==> src/rtl/ff_pkg.sv <==
`default_nettype none
// ============================================================================
// ff_pkg : shared FSM state encoding and sizing helper for the flip-flop blocks
// Revision 1.0 - initial release
// ============================================================================
package ff_pkg;

  typedef enum logic [0:0] {
    ST_STABLE  = 1'b0,
    ST_QUALIFY = 1'b1
  } state_t;

  // Width needed to count 0..filter_cycles inclusive.
  function automatic int qcnt_width(input int filter_cycles);
    return $clog2(filter_cycles + 1);
  endfunction

  localparam int DEFAULT_FILTER_CYCLES = 3;
  localparam int QCNT_W                = qcnt_width(DEFAULT_FILTER_CYCLES);

endpackage
`default_nettype wire

==> src/rtl/sync_chain.sv <==
`default_nettype none
// ============================================================================
// sync_chain : STAGES-deep reset-to-zero synchronizer for one asynchronous bit
// Revision 1.0 - initial release
// ============================================================================
module sync_chain #(
  parameter int STAGES = 2
) (
  input  logic clk,
  input  logic rst,
  input  logic d,
  output logic q
);

  logic [STAGES-1:0] sync_q;

  always_ff @(posedge clk or posedge rst) begin
    if (rst) sync_q <= '0;
    else     sync_q <= {sync_q[STAGES-2:0], d};
  end

  assign q = sync_q[STAGES-1];

endmodule
`default_nettype wire

==> src/rtl/t_decoder.sv <==
`default_nettype none
// ============================================================================
// t_decoder : glitch-filtered receiver for a toggle-encoded line, one t pulse
//             per accepted change. Optional counter under macro TOGGLE_CNT_EN.
// Revision 1.0 - initial release
// ============================================================================
module t_decoder
  import ff_pkg::*;
#(
  parameter int SYNC_STAGES   = 2,
  parameter int FILTER_CYCLES = 3,
  parameter int CNT_W         = 8
) (
  input  logic             clk,
  input  logic             rst,
  input  logic             toggle_in,
  input  logic             cnt_clr,
  output logic             t,
  output logic             out,
  output logic             busy,
  output logic [CNT_W-1:0] toggle_cnt
);

  localparam int              QW        = qcnt_width(FILTER_CYCLES);
  localparam logic [QW-1:0]   QCNT_LAST = QW'(FILTER_CYCLES - 1);

  logic          sync_lvl;
  state_t        state_q, state_d;
  logic [QW-1:0] qcnt_q, qcnt_d;
  logic          out_q, out_d;
  logic          t_q, t_d;
  logic          busy_q;

  sync_chain #(.STAGES(SYNC_STAGES)) u_sync (
    .clk (clk),
    .rst (rst),
    .d   (toggle_in),
    .q   (sync_lvl)
  );

  always_comb begin
    state_d = state_q;
    qcnt_d  = qcnt_q;
    out_d   = out_q;
    t_d     = 1'b0;
    case (state_q)
      ST_STABLE: begin
        if (sync_lvl != out_q) begin
          // A one-cycle filter has nothing to qualify: accept immediately.
          if (FILTER_CYCLES == 1) begin
            out_d = ~out_q;
            t_d   = 1'b1;
          end else begin
            qcnt_d  = QW'(1);
            state_d = ST_QUALIFY;
          end
        end
      end
      ST_QUALIFY: begin
        if (sync_lvl == out_q) begin
          qcnt_d  = '0;
          state_d = ST_STABLE;
        end else if (qcnt_q == QCNT_LAST) begin
          out_d   = ~out_q;
          t_d     = 1'b1;
          qcnt_d  = '0;
          state_d = ST_STABLE;
        end else begin
          qcnt_d = qcnt_q + 1'b1;
        end
      end
      default: state_d = ST_STABLE;
    endcase
  end

  always_ff @(posedge clk or posedge rst) begin
    if (rst) begin
      state_q <= ST_STABLE;
      qcnt_q  <= '0;
      out_q   <= 1'b0;
      t_q     <= 1'b0;
      busy_q  <= 1'b0;
    end else begin
      state_q <= state_d;
      qcnt_q  <= qcnt_d;
      out_q   <= out_d;
      t_q     <= t_d;
      busy_q  <= (state_d == ST_QUALIFY);
    end
  end

  assign t    = t_q;
  assign out  = out_q;
  assign busy = busy_q;

`ifdef TOGGLE_CNT_EN
  logic [CNT_W-1:0] cnt_q, cnt_d;

  // Clear has priority over a coincident t pulse; count saturates at all-ones.
  always_comb begin
    cnt_d = cnt_q;
    if (cnt_clr)                   cnt_d = '0;
    else if (t_q && (cnt_q != '1)) cnt_d = cnt_q + 1'b1;
  end

  always_ff @(posedge clk or posedge rst) begin
    if (rst) cnt_q <= '0;
    else     cnt_q <= cnt_d;
  end

  assign toggle_cnt = cnt_q;
`else
  logic unused_cnt_clr;
  assign unused_cnt_clr = cnt_clr;
  assign toggle_cnt     = '0;
`endif

endmodule
`default_nettype wire

==> config.mk <==
export PLATFORM = sky130hd
export DESIGN_NAME = t_decoder
export DESIGN_NICKNAME = d
export VERILOG_FILES = /design/src/rtl/ff_pkg.sv /design/src/rtl/sync_chain.sv /design/src/rtl/t_decoder.sv
export SDC_FILE = /design/constraint.sdc
export NUM_CORES = 1
export LEC_CHECK = 0
export ABC_CLOCK_PERIOD_IN_PS = 3200
export CORE_AREA = 2 2 39 41
export CTS_CLUSTER_DIAMETER = 150
export DETAILED_ROUTE_END_ITERATION = 10
export DIE_AREA = 0 0 41 43
export GPL_TIMING_DRIVEN = 0
export PLACE_DENSITY = 0.6
export REMOVE_ABC_BUFFERS = 1
export SLEW_MARGIN = 20
export SYNTH_ARGS = -nofsm -noshare
export SYNTH_HDL_FRONTEND = slang
export SYNTH_SLANG_ARGS = --single-unit
==> constraint.sdc <==
create_clock -name clk -period 3.2 [get_ports clk]
set_clock_uncertainty 0.1 [all_clocks]
set_input_delay 0.64 -clock clk [delete_from_list [all_inputs] [get_ports clk]]
set_output_delay 0.64 -clock clk [all_outputs]
set_load 0.01 [all_outputs]
* Word level (Yosys, flattened, before mapping)
Index checks and enable logic that the tools add are counted.
Storage, ports and cells: bits in registers 7, input port bits 4, output and inout bits 11, word-level logic and storage cells 25
Cells by class: $add $sub $neg 1, equality and inequality tests 4, multiplexer cells 11, bitwise operators 3, reductions and logical operators 1
Operator list (count):
- $mux W1 | 6
- $mux W2 | 3
- $pmux W2 S2 | 1
- $not A1 Y1 | 3
- $reduce_and A3 Y1 | 1
- $add A2 B1 Y2 const B | 1
- $eq A2 B2 Y1 const B | 1
- $ne A2 B2 Y1 const B | 1
- $pmux W1 S2 | 1
- $eq A1 B1 Y1 | 1
- $ne A1 B1 Y1 | 1

* Depth between registers and ports, before layout
depth after elaboration 4, gate-level depth with buffers 2, gate-level depth less buffers 2

* By module
A second synthesis with hierarchy kept.
Second synthesis, totals: cells, all modules 29, area total of the unflattened synthesis 327.8 um^2
By module, submodules not included:
- t_decoder | instances 1, cells each 26, area each 274.0 um^2, seq. area each 125.1 um^2
- sync_chain | instances 1, cells each 3, area each 53.8 um^2, seq. area each 50.0 um^2

* Worst setup path after synthesis
OpenSTA, ideal clock, no wires.
path kind reg2out, from register busy_q, in the netlist busy, to output port busy, data arrival time 0.417 ns, required time 2.460 ns, setup slack 2.043 ns, cell stages (with the launch flop) 1, path buffers 0, cell sequence dfrtp_1
RTL lines:
- from (decl) | RTL line t_decoder.sv:32 | logic busy_q;
- from (signal assigned) | RTL line t_decoder.sv:88 | busy_q <= (state_d == ST_QUALIFY);
- to (decl) | RTL line t_decoder.sv:20 | output logic busy,
No word-level cell between the ends.

* Worst setup path in the final report
from register busy_q, in the netlist busy, to output port busy
No word-level cell between the ends.

==> impl_metrics.yaml <==
status:
  status: "finished, final reports clean"
drt:
  wl_per_cell_um: 8.77
  drc: 0
  postRouteWirelength_um: 456
  postRouteAntennaNets: 0
  vias_per_cell: 3.73
  drtIter0Drc: 7
  route.vias.total: 194
  dr.pass1.iters: 2
global_route:
  antenna_found_initial: 0
  grt_usage_pct: 6.68
  grt_pass1_vias: 173
  overflow: 0
  grt_max_degree: 8
  grt_pass1_wl_um: 710
setup_path:
  r2r_slack_ps: 2050
  timing.rr.end: "out"
  cp_slowest_cell: "clkdlybuf4s50_1"
  cp.depth: 1
  slowest_delay_ps: 570
  path_buf_inv: 1
  cp-end-kind: "primary output"
  crit_family: "buffers and inverters"
  worstPathArrival_ps: 1240
  worstPathCellList: "clkdlybuf4s50_1"
  cp-start-kind: "flip-flop"
  rr_worst_depth: 2
  worstSetupPathType: "reg2out"
  crit_path_max_fanout: 6
  required_ps: 2460
  timing.rr.start: "qcnt_q[0]"
placed_design:
  dp_hpwl_um: 317
  place.gp.congestion: 0.737
  port-buffer-count: 5
  placed_cell_area_um2: 360
power:
  power-per-cell-area_mw_per_mm2: 844
  ir_drop_v: 0.000216
  power.leakage_uw: 0.000185
cells_and_area:
  post-route-util_pct: 27.9
  syn2layout_area_growth_pct: 19.3
  drive_gt1_share_pct: 11.1
  final_area_um2: 387
  fin_nets: 41
  num_antenna_cells: 0
floorplan:
  die-area_mm2: 0.00176
  die_h_um: 43
  die_x_um: 41
  fp-row-count: 14
  io_pins: 15
  floorplan.initialDensity_pct: 23.4
  coreArea_mm2: 0.00138
synth:
  synth_seq_area_share_pct: 54.1
  synth_cell_types: 13
  synth_area_um2: 324
  synth-seq-cells: 7
  yosys_warnings: 0
  syn-instance-count: 28
  syn_avg_cell_area_um2: 11.6
clock_tree:
  numCtsBuffers: 3
  cts_sinks: 7
  cts_buffer_depth: 2
  cts_resized: 0
  cts_max_level: 1
  clk_pin_slew_ps: 50
  cts_tree: "yes"
  ctsHoldBuffers: 0
  insertion_delay_ps: 250
  clock_tree.root_cell: "clkbuf_4"
  postCtsSetupRepairBufs: 0
hold_path:
  hp-class: "reg2reg"
  min_to: "u_sync.sync_q[1]"
  min_path_cells: 0
  min-delay-start: "u_sync.sync_q[0]"
sta:
  period_share_pct: 62.0
  max_freq_mhz: 504
  hold_violations: 0
  setup_viol: 0
  layout_min_cycle_time_ps: 1980
  slew_viol_final: 0
  rsz0062_at_grt: "no"
  finalSetupTns_ps: 0
flow_run:
  drv_cap: 0
==> per-layer routing <==
metal	track usage (%)	wire, um	vias up
met3	4.71	38	0
li1	-	-	90
met1	8.58	213	96
met2	6.88	205	8
met4	6.00	0	0
met5	0	0	-
==> layout make-up <==
type | count | area, um2
fillers | 160 | 997
inverters | 2 | 7.51
multi-input cells | 18 | 108
repair buffers | 5 | 50.0
flip-flops and latches | 7 | 175
well taps | 16 | 20.0
clock buffers | 4 | 26.3
==> cell usage in the layout, fill, tap and decap left out, drive strengths merged <==
master | synthesis | layout
a21oi | 1 | 1
a31oi | 1 | 1
clkbuf | 0 | 4
clkdlybuf4s50 | 0 | 5
conb | 1 | 8
dfrtp | 7 | 7
inv | 2 | 2
mux2 | 1 | 1
mux2i | 1 | 1
nand2b | 1 | 1
nand3b | 2 | 2
nor2 | 1 | 1
o21a | 1 | 1
xnor2 | 1 | 1
==> per-stage QoR <==
step                      std cells  power [uW]  worst slack, ps  hold slack (ps)
after detailed placement         48         246             1490              237
after global routing             52         352             1150              260
after floorplan                  27         203             2040              231
after global placement           48         242             1500              233
after CTS                        52         331             1200              249
final                            52         326             1220              247
==> report_power, final <==
group / leakage [uW] / internal [uW] / switching [uW] / total, uW
clock network: 0.0000150 / 47.7 / 33.7 / 81.4
registers: 0.0000859 / 115 / 27.5 / 142
logic: 0.0000844 / 61.2 / 41.6 / 103
==> worst max-delay path by stage <==
| stage | slack [ps] | start | end |
|---|---|---|---|
| 2_1_floorplan | 2040 | busy | busy |
| 3_3_place_gp | 1500 | busy | busy |
| 3_5_place_dp | 1490 | busy | busy |
| 4_1_cts | 1200 | busy | busy |
| 5_1_grt | 1150 | busy | busy |
| 6_report | 1220 | busy | busy |
==> state kept, by name, summed over array words and instances, names as in the netlist <==
name and cells:
busy 1, out 1, qcnt_q 2, t 1, u_sync.sync_q 2
==> cells in the mapped netlist <==
cell,instances,area [um2]
nand2b_1,1,6.26
conb_1,1,3.75
buf_4,8,60.1
a21oi_1,1,5.00
dfrtp_1,7,175
a31oi_1,1,6.26
inv_1,2,7.51
o21a_1,1,7.51
mux2_4,1,15.0
nor2_1,1,3.75
nand3b_1,2,15.0
mux2i_1,1,10.0
xnor2_1,1,8.76
==> cells by family after synthesis <==
family	Yosys count	synth area share (%)
AO/OA/AOI/OAI	3	5.79
AND/OR/NAND/NOR	4	7.72
flip-flops	7	54.1
other	1	1.16
multiplexers	2	7.72
buffers and inverters	10	20.9
XOR/XNOR	1	2.70
(Power assumes the default switching activity.)
